## config.mk

```make
export PLATFORM = sky130hd
export DESIGN_NAME = snake_body_engine_flat
export DESIGN_NICKNAME = d
export VERILOG_FILES = /design/src/rtl/snake_body_if.sv /design/src/rtl/snake_body_engine.sv /design/src/flat_wrapper.sv
export SDC_FILE = /design/constraint.sdc
export NUM_CORES = 1
export LEC_CHECK = 0
export CORE_MARGIN = 2
export CORE_UTILIZATION = 35
export CTS_CLUSTER_DIAMETER = 60
export CTS_CLUSTER_SIZE = 12
export DETAILED_ROUTE_END_ITERATION = 12
export PLACE_DENSITY = 0.53
export SETUP_SLACK_MARGIN = 0.05
export SYNTH_ARGS = -nofsm -noshare
export SYNTH_HDL_FRONTEND = slang
export SYNTH_SLANG_ARGS = --single-unit
```

## constraint.sdc

```tcl
create_clock -name clock -period 7.9 [get_ports clock]
set_clock_uncertainty 0.05 [all_clocks]
set_input_delay 1.185 -clock clock [delete_from_list [all_inputs] [get_ports clock]]
set_output_delay 1.185 -clock clock [all_outputs]
set_load 0.05 [all_outputs]
```

## src/rtl/snake_body_if.sv

```systemverilog
// Bundle between the game FSM / matrix driver (master) and the snake body engine (slave).
interface snake_body_if #(
    parameter int COORD_BITS = 2,
    parameter int MAX_LEN    = 16
);
    localparam int POS_W  = 2 * COORD_BITS;
    localparam int SIZE_W = $clog2(MAX_LEN + 1);

    logic              step;
    logic [1:0]        dir;
    logic              apple_valid;
    logic [POS_W-1:0]  apple_pos;
    logic              render_start;
    logic              busy;
    logic [POS_W-1:0]  head_pos;
    logic [SIZE_W-1:0] size;
    logic              ate;
    logic              game_over;
    logic              win;
    logic              render_valid;
    logic [POS_W-1:0]  render_pos;
    logic              render_last;

    modport master (
        output step, dir, apple_valid, apple_pos, render_start,
        input  busy, head_pos, size, ate, game_over, win,
               render_valid, render_pos, render_last
    );

    modport slave (
        input  step, dir, apple_valid, apple_pos, render_start,
        output busy, head_pos, size, ate, game_over, win,
               render_valid, render_pos, render_last
    );
endinterface

```

## src/rtl/snake_body_engine.sv

```systemverilog
// Snake body store, mover, collision checker and render streamer (head at body[0]).
// Optional macro SNAKE_WRAP_EN: coordinates wrap at the grid edge instead of hitting a wall.
module snake_body_engine #(
    parameter int                        COORD_BITS = 2,
    parameter int                        MAX_LEN    = 16,
    parameter logic [2*COORD_BITS-1:0]   START_POS  = 4'b0101
) (
    input  logic        clock,
    input  logic        reset,
    snake_body_if.slave bus
);
    localparam int POS_W  = 2 * COORD_BITS;
    localparam int SIZE_W = $clog2(MAX_LEN + 1);
    localparam int IDX_W  = $clog2(MAX_LEN);
    localparam logic [SIZE_W-1:0]     ONE_S = SIZE_W'(1);
    localparam logic [SIZE_W-1:0]     MAX_S = SIZE_W'(MAX_LEN);
    localparam logic [COORD_BITS:0]   ONE_C = (COORD_BITS + 1)'(1);

    typedef enum logic [1:0] {S_IDLE, S_CHECK, S_UPDATE, S_RENDER} state_t;

    state_t            state_q, state_d;
    logic [POS_W-1:0]  body_q [MAX_LEN];
    logic [POS_W-1:0]  body_d [MAX_LEN];
    logic [SIZE_W-1:0] size_q, size_d;
    logic [SIZE_W-1:0] idx_q, idx_d;
    logic [1:0]        last_dir_q, last_dir_d;
    logic [1:0]        eff_dir_q, eff_dir_d;
    logic [POS_W-1:0]  next_head_q, next_head_d;
    logic              eat_q, eat_d;
    logic              wall_q, wall_d;
    logic              hit_q, hit_d;
    logic              ate_q, ate_d;
    logic              game_over_q, game_over_d;
    logic              win_q, win_d;

    logic [1:0]        eff_dir_c;
    logic [POS_W:0]    step_res_c;
    logic [POS_W-1:0]  cur_seg;
    logic              idx_last;

    // Returns {out_of_grid, new_pos}; the extra coordinate bit catches under/overflow before truncation.
    function automatic logic [POS_W:0] step_cell(input logic [POS_W-1:0] pos, input logic [1:0] d);
        logic [COORD_BITS:0] x;
        logic [COORD_BITS:0] y;
        logic                oob;
        x = {1'b0, pos[COORD_BITS-1:0]};
        y = {1'b0, pos[POS_W-1:COORD_BITS]};
        case (d)
            2'b00:   x = x + ONE_C;
            2'b01:   x = x - ONE_C;
            2'b10:   y = y - ONE_C;
            default: y = y + ONE_C;
        endcase
`ifdef SNAKE_WRAP_EN
        oob = 1'b0;
`else
        oob = x[COORD_BITS] | y[COORD_BITS];
`endif
        return {oob, y[COORD_BITS-1:0], x[COORD_BITS-1:0]};
    endfunction

    assign cur_seg  = body_q[idx_q[IDX_W-1:0]];
    assign idx_last = (idx_q == size_q - ONE_S);

    always_comb begin
        state_d     = state_q;
        body_d      = body_q;
        size_d      = size_q;
        idx_d       = idx_q;
        last_dir_d  = last_dir_q;
        eff_dir_d   = eff_dir_q;
        next_head_d = next_head_q;
        eat_d       = eat_q;
        wall_d      = wall_q;
        hit_d       = hit_q;
        ate_d       = 1'b0;
        game_over_d = game_over_q;
        win_d       = win_q;
        eff_dir_c   = bus.dir;
        step_res_c  = '0;

        case (state_q)
            S_IDLE: begin
                if (bus.step && !game_over_q && !win_q) begin
                    // A direct reversal would fold the head onto body[1]; keep going the old way.
                    if (size_q > ONE_S && bus.dir[1] == last_dir_q[1] && bus.dir[0] != last_dir_q[0]) begin
                        eff_dir_c = last_dir_q;
                    end
                    step_res_c  = step_cell(body_q[0], eff_dir_c);
                    eff_dir_d   = eff_dir_c;
                    next_head_d = step_res_c[POS_W-1:0];
                    wall_d      = step_res_c[POS_W];
                    eat_d       = bus.apple_valid && (step_res_c[POS_W-1:0] == bus.apple_pos);
                    hit_d       = 1'b0;
                    idx_d       = '0;
                    state_d     = step_res_c[POS_W] ? S_UPDATE : S_CHECK;
                end else if (bus.render_start && !bus.step) begin
                    idx_d   = '0;
                    state_d = S_RENDER;
                end
            end
            S_CHECK: begin
                // The tail cell is free to enter unless the snake grows this move.
                if (cur_seg == next_head_q && !(idx_last && !eat_q)) begin
                    hit_d = 1'b1;
                end
                idx_d = idx_q + ONE_S;
                if (idx_last) begin
                    state_d = S_UPDATE;
                end
            end
            S_UPDATE: begin
                if (hit_q || wall_q) begin
                    game_over_d = 1'b1;
                end else begin
                    for (int i = 1; i < MAX_LEN; i++) begin
                        body_d[i] = body_q[i-1];
                    end
                    body_d[0]  = next_head_q;
                    last_dir_d = eff_dir_q;
                    if (eat_q) begin
                        ate_d = 1'b1;
                        if (size_q < MAX_S) begin
                            size_d = size_q + ONE_S;
                        end
                        win_d = (size_d == MAX_S);
                    end
                end
                state_d = S_IDLE;
            end
            default: begin
                idx_d = idx_q + ONE_S;
                if (idx_last) begin
                    state_d = S_IDLE;
                end
            end
        endcase
    end

    always_ff @(posedge clock) begin
        if (reset) begin
            state_q <= S_IDLE;
            for (int i = 0; i < MAX_LEN; i++) begin
                body_q[i] <= (i == 0) ? START_POS : '0;
            end
            size_q      <= ONE_S;
            idx_q       <= '0;
            last_dir_q  <= 2'b00;
            eff_dir_q   <= 2'b00;
            next_head_q <= '0;
            eat_q       <= 1'b0;
            wall_q      <= 1'b0;
            hit_q       <= 1'b0;
            ate_q       <= 1'b0;
            game_over_q <= 1'b0;
            win_q       <= 1'b0;
        end else begin
            state_q     <= state_d;
            body_q      <= body_d;
            size_q      <= size_d;
            idx_q       <= idx_d;
            last_dir_q  <= last_dir_d;
            eff_dir_q   <= eff_dir_d;
            next_head_q <= next_head_d;
            eat_q       <= eat_d;
            wall_q      <= wall_d;
            hit_q       <= hit_d;
            ate_q       <= ate_d;
            game_over_q <= game_over_d;
            win_q       <= win_d;
        end
    end

    assign bus.busy         = (state_q != S_IDLE);
    assign bus.head_pos     = body_q[0];
    assign bus.size         = size_q;
    assign bus.ate          = ate_q;
    assign bus.game_over    = game_over_q;
    assign bus.win          = win_q;
    assign bus.render_valid = (state_q == S_RENDER);
    assign bus.render_pos   = (state_q == S_RENDER) ? cur_seg : '0;
    assign bus.render_last  = (state_q == S_RENDER) && idx_last;
endmodule

```

## src/flat_wrapper.sv

```systemverilog
// flat-port wrapper written by rule: the top's interface ports become plain ports
module snake_body_engine_flat 
#(
    parameter int                        COORD_BITS = 2,
    parameter int                        MAX_LEN    = 16,
    parameter logic [2*COORD_BITS-1:0]   START_POS  = 4'b0101
)
  (clock, reset, bus_step, bus_dir, bus_apple_valid, bus_apple_pos, bus_render_start, bus_busy, bus_head_pos, bus_size, bus_ate, bus_game_over, bus_win, bus_render_valid, bus_render_pos, bus_render_last);
  snake_body_if #(.COORD_BITS(COORD_BITS), .MAX_LEN(MAX_LEN)) bus_i ();
  input  logic clock;
  input  logic reset;
  input wire logic [$bits(bus_i.step)-1:0] bus_step;
  input wire logic [$bits(bus_i.dir)-1:0] bus_dir;
  input wire logic [$bits(bus_i.apple_valid)-1:0] bus_apple_valid;
  input wire logic [$bits(bus_i.apple_pos)-1:0] bus_apple_pos;
  input wire logic [$bits(bus_i.render_start)-1:0] bus_render_start;
  output wire logic [$bits(bus_i.busy)-1:0] bus_busy;
  output wire logic [$bits(bus_i.head_pos)-1:0] bus_head_pos;
  output wire logic [$bits(bus_i.size)-1:0] bus_size;
  output wire logic [$bits(bus_i.ate)-1:0] bus_ate;
  output wire logic [$bits(bus_i.game_over)-1:0] bus_game_over;
  output wire logic [$bits(bus_i.win)-1:0] bus_win;
  output wire logic [$bits(bus_i.render_valid)-1:0] bus_render_valid;
  output wire logic [$bits(bus_i.render_pos)-1:0] bus_render_pos;
  output wire logic [$bits(bus_i.render_last)-1:0] bus_render_last;
  assign bus_i.step = bus_step;
  assign bus_i.dir = bus_dir;
  assign bus_i.apple_valid = bus_apple_valid;
  assign bus_i.apple_pos = bus_apple_pos;
  assign bus_i.render_start = bus_render_start;
  assign bus_busy = bus_i.busy;
  assign bus_head_pos = bus_i.head_pos;
  assign bus_size = bus_i.size;
  assign bus_ate = bus_i.ate;
  assign bus_game_over = bus_i.game_over;
  assign bus_win = bus_i.win;
  assign bus_render_valid = bus_i.render_valid;
  assign bus_render_pos = bus_i.render_pos;
  assign bus_render_last = bus_i.render_last;
  snake_body_engine #(.COORD_BITS(COORD_BITS), .MAX_LEN(MAX_LEN), .START_POS(START_POS)) u_core (.clock(clock), .reset(reset), .bus(bus_i));
endmodule
```

==> impl_metrics.tcl <==
set metrics [dict create \
    final_hold_viol_count 0 \
    synth.avg_cell_area_um2 8.39 \
    r2r_start "u_core.bus.size[1]" \
    worst_pin_slew_ns 1.22 \
    floorplan.initialDensity 0.356 \
    coreArea_mm2 0.0120 \
    dp_cells 647 \
    synth_top_area_frac 0.423 \
    htree_levels 3 \
    port-buffer-count 29 \
    ys_types 45 \
    finalSetupTns_ns 0 \
    clk_path_buf_depth 2 \
    rsz0062_at_grt "no" \
    synth_top_family_by_area "simple AND/OR/NAND/NOR gates" \
    cts_tree "done" \
    reg2reg_to "u_core.eat_q" \
    synth-seq-cells 90 \
    ir_drop_uv 122 \
    antenna_found_initial 0 \
    path_clk_slew_ns 0.07 \
    antenna_cells 0 \
    grt_pass1_wl_um 16200 \
    io_pins 30 \
    crit_arrival_ns 3.26 \
    die_h_um 114 \
    fillerInstances 1245 \
    slew-limit-headroom 0.183 \
    antenna_left 0 \
    p_leak_uw 0.00160 \
    max-cap-violations 0 \
    r2r_cells 13 \
    insertion_delay_ns 0.34 \
    synth-simple-area-share 0.196 \
    power_density_mw_per_mm2 234 \
    fp.dieArea_mm2 0.0131 \
    gr-total-overflow 0 \
    fp.dieW_um 114 \
    r2r_setup_slack_ns 4.77 \
    grt_max_degree 86 \
    drc 0 \
    track_usage 0.158 \
    syn2layout_area_growth_pct 14.8 \
    routabilityCongestion 0.740 \
    synthTopCellsByArea "dfxtp_1 (42%), nand2_1 (13%), a21oi_1 (8.9%), mux4_2 (7.4%), mux2i_1 (2.8%)" \
    grt_pass1_vias 3183 \
    synth_fa_ha_area_frac 0.0211 \
    hold_class "flop to flop" \
    worstPathRequired_ns 6.66 \
    cp-end-kind "primary output" \
    dr.pass1.iters 4 \
    status "finished clean" \
    vias 3450 \
    instances_no_fill 663 \
    drive_gt1_frac 0.0795 \
    syn-cell-area_mm2 0.00426 \
    fin_crit_sh 0.568 \
    hold_end "u_core.last_dir_q[1]" \
    synth_edf_count 0 \
    synth_seq_area_share 0.423 \
    clkSinkCount 90 \
    slew_violations 0 \
    synthesis.nets 525 \
    yosys.area.top_type "dfxtp_1" \
    wl_um 10000 \
    synthCells 508 \
    startpoint_type "flop" \
    worstHoldStart "u_core.eff_dir_q[1]" \
    fmax_mhz 223 \
    root_buffer "clkbuf_16" \
    synth_xor_area_frac 0.0472 \
    wl_per_cell_um 15.1 \
    report.final.setup_viol 0 \
    cts_buffers 9 \
    synth_mux_area_frac 0.117 \
    synth-compound-area-share 0.142 \
    postCtsSetupBuffers 0 \
    row_count 40 \
    crit_type "flop to primary output" \
    cts_resized 0 \
    drt_iter0_markers 248 \
    viasPerCell 5.20 \
    cp_max_fo 18 \
    async_flop_share 0 \
    place_hpwl_um 6280 \
    period_minus_slack_ns 4.49 \
    synthFlopType "dfxtp_1" \
    yosys_warnings 0 \
    nets 528 \
    hold_depth 2 \
    post_cts_hold_buffer_count 0 \
]
-- Yosys cell counts (3+ instances only) --
| library cell | number |
|---|---|
| nor3_1 | 3 |
| nand3_1 | 3 |
| nor2_1 | 28 |
| dfxtp_1 | 90 |
| mux4_2 | 14 |
| a211oi_1 | 5 |
| o21ai_1 | 4 |
| nand2_1 | 150 |
| ha_1 | 4 |
| xnor2_1 | 12 |
| nor3b_1 | 4 |
| a21oi_1 | 76 |
| xor2_1 | 11 |
| a221oi_1 | 3 |
| buf_2 | 7 |
| mux2i_1 | 12 |
| clkbuf_1 | 25 |
| buf_4 | 4 |
| inv_1 | 10 |
| o21ai_0 | 6 |
| nand4_1 | 3 |
-- final cells by class --
cell class                 instances  area [um^2]  area share
multi-input combinational        367         2240       0.458
sequential                        90         1800       0.368
timing repair buffer              32          308      0.0629
clock buffer                      12          267      0.0545
tap                              147          184      0.0376
clock inverter                     4         48.8     0.00997
inverter                          11         41.3     0.00844
-- metrics by stage --
stage	power, uW	hold WS, ns	area [um^2]	setup WS, ns	util
after floorplan	651	0.382	4260	4.09	-
after global placement	707	0.390	4580	3.78	0.383
after detailed placement	708	0.397	4580	3.69	0.383
after CTS	1160	0.406	4890	3.40	0.409
after global routing	1200	0.417	4890	3.23	0.409
final	1150	0.403	4890	3.41	0.409
-- power breakdown --
| part | switching [uW] | leakage (uW) | internal (uW) |
|---|---|---|---|
| Clock | 177 | 0.000159 | 271 |
| Sequential | 26.4 | 0.000727 | 469 |
| Combinational | 138 | 0.000714 | 64.3 |
| Total | 341 | 0.00160 | 804 |
-- critical path: stages, from the launching register on --
cell	delay (ns)
dfxtp_1	1.05
mux4_2	0.61
mux2i_1	0.24
nand2_1	0.10
nor3b_1	0.20
clkdlybuf4s50_1	0.71
-- logic make-up (layout without fill, tap and decap cells) --
logic type / count (synthesis) / after routing
buffers and inverters: 51 / 59
AND/OR/NAND/NOR: 203 / 203
multiplexers: 29 / 29
flip-flops: 90 / 90
XOR/XNOR: 23 / 23
adder cells (fa/ha/maj): 6 / 6
AO/OA/AOI/OAI: 106 / 106
-- cells in the final DEF, fill, tap and decap left out, drive strengths merged, types with 4 or more instances in the layout --
| cell type | netlist | layout |
|---|---|---|
| a211oi | 5 | 5 |
| a21oi | 76 | 76 |
| buf | 15 | 4 |
| clkbuf | 25 | 12 |
| clkdlybuf4s50 | 0 | 28 |
| dfxtp | 90 | 90 |
| ha | 4 | 4 |
| inv | 11 | 11 |
| mux2i | 12 | 12 |
| mux4 | 16 | 16 |
| nand2 | 150 | 150 |
| nor2 | 28 | 28 |
| nor3b | 4 | 4 |
| o21ai | 11 | 11 |
| xnor2 | 12 | 12 |
| xor2 | 11 | 11 |
-- metal layers --
metal | vias up | GRT usage | wire length, um
met5 | - | 0 | 0
met4 | 0 | 0.0382 | 142
met3 | 15 | 0.0461 | 366
met2 | 62 | 0.236 | 4260
met1 | 1646 | 0.224 | 5240
li1 | 1727 | - | -
-- state kept, by name, indices dropped and copies added, names as in the netlist --
signal	cells
u_core.bus.head_pos	4
u_core.idx_q	5
u_core.eat_q	1
u_core.last_dir_q	2
u_core.state_q	2
u_core.bus.size	5
u_core.body_q	60
u_core.bus.win	1
u_core.bus.ate	1
u_core.next_head_q	4
u_core.hit_q	1
u_core.wall_q	1
u_core.eff_dir_q	2
u_core.bus.game_over	1
-- worst max-delay path by stage --
stage	startpoint	to	slack [ns]	cells past startpoint
final	u_core.idx_q[1]	bus_render_pos[3]	3.41	5
after global routing	u_core.idx_q[1]	bus_render_pos[3]	3.23	5
after CTS	u_core.idx_q[1]	bus_render_pos[3]	3.40	5
after detailed placement	bus_dir[1]	u_core.eat_q	3.69	12
after global placement	bus_dir[1]	u_core.eat_q	3.78	12
after floorplan	u_core.bus.size[0]	bus_render_last	4.09	7
(Power assumes the default switching activity.)
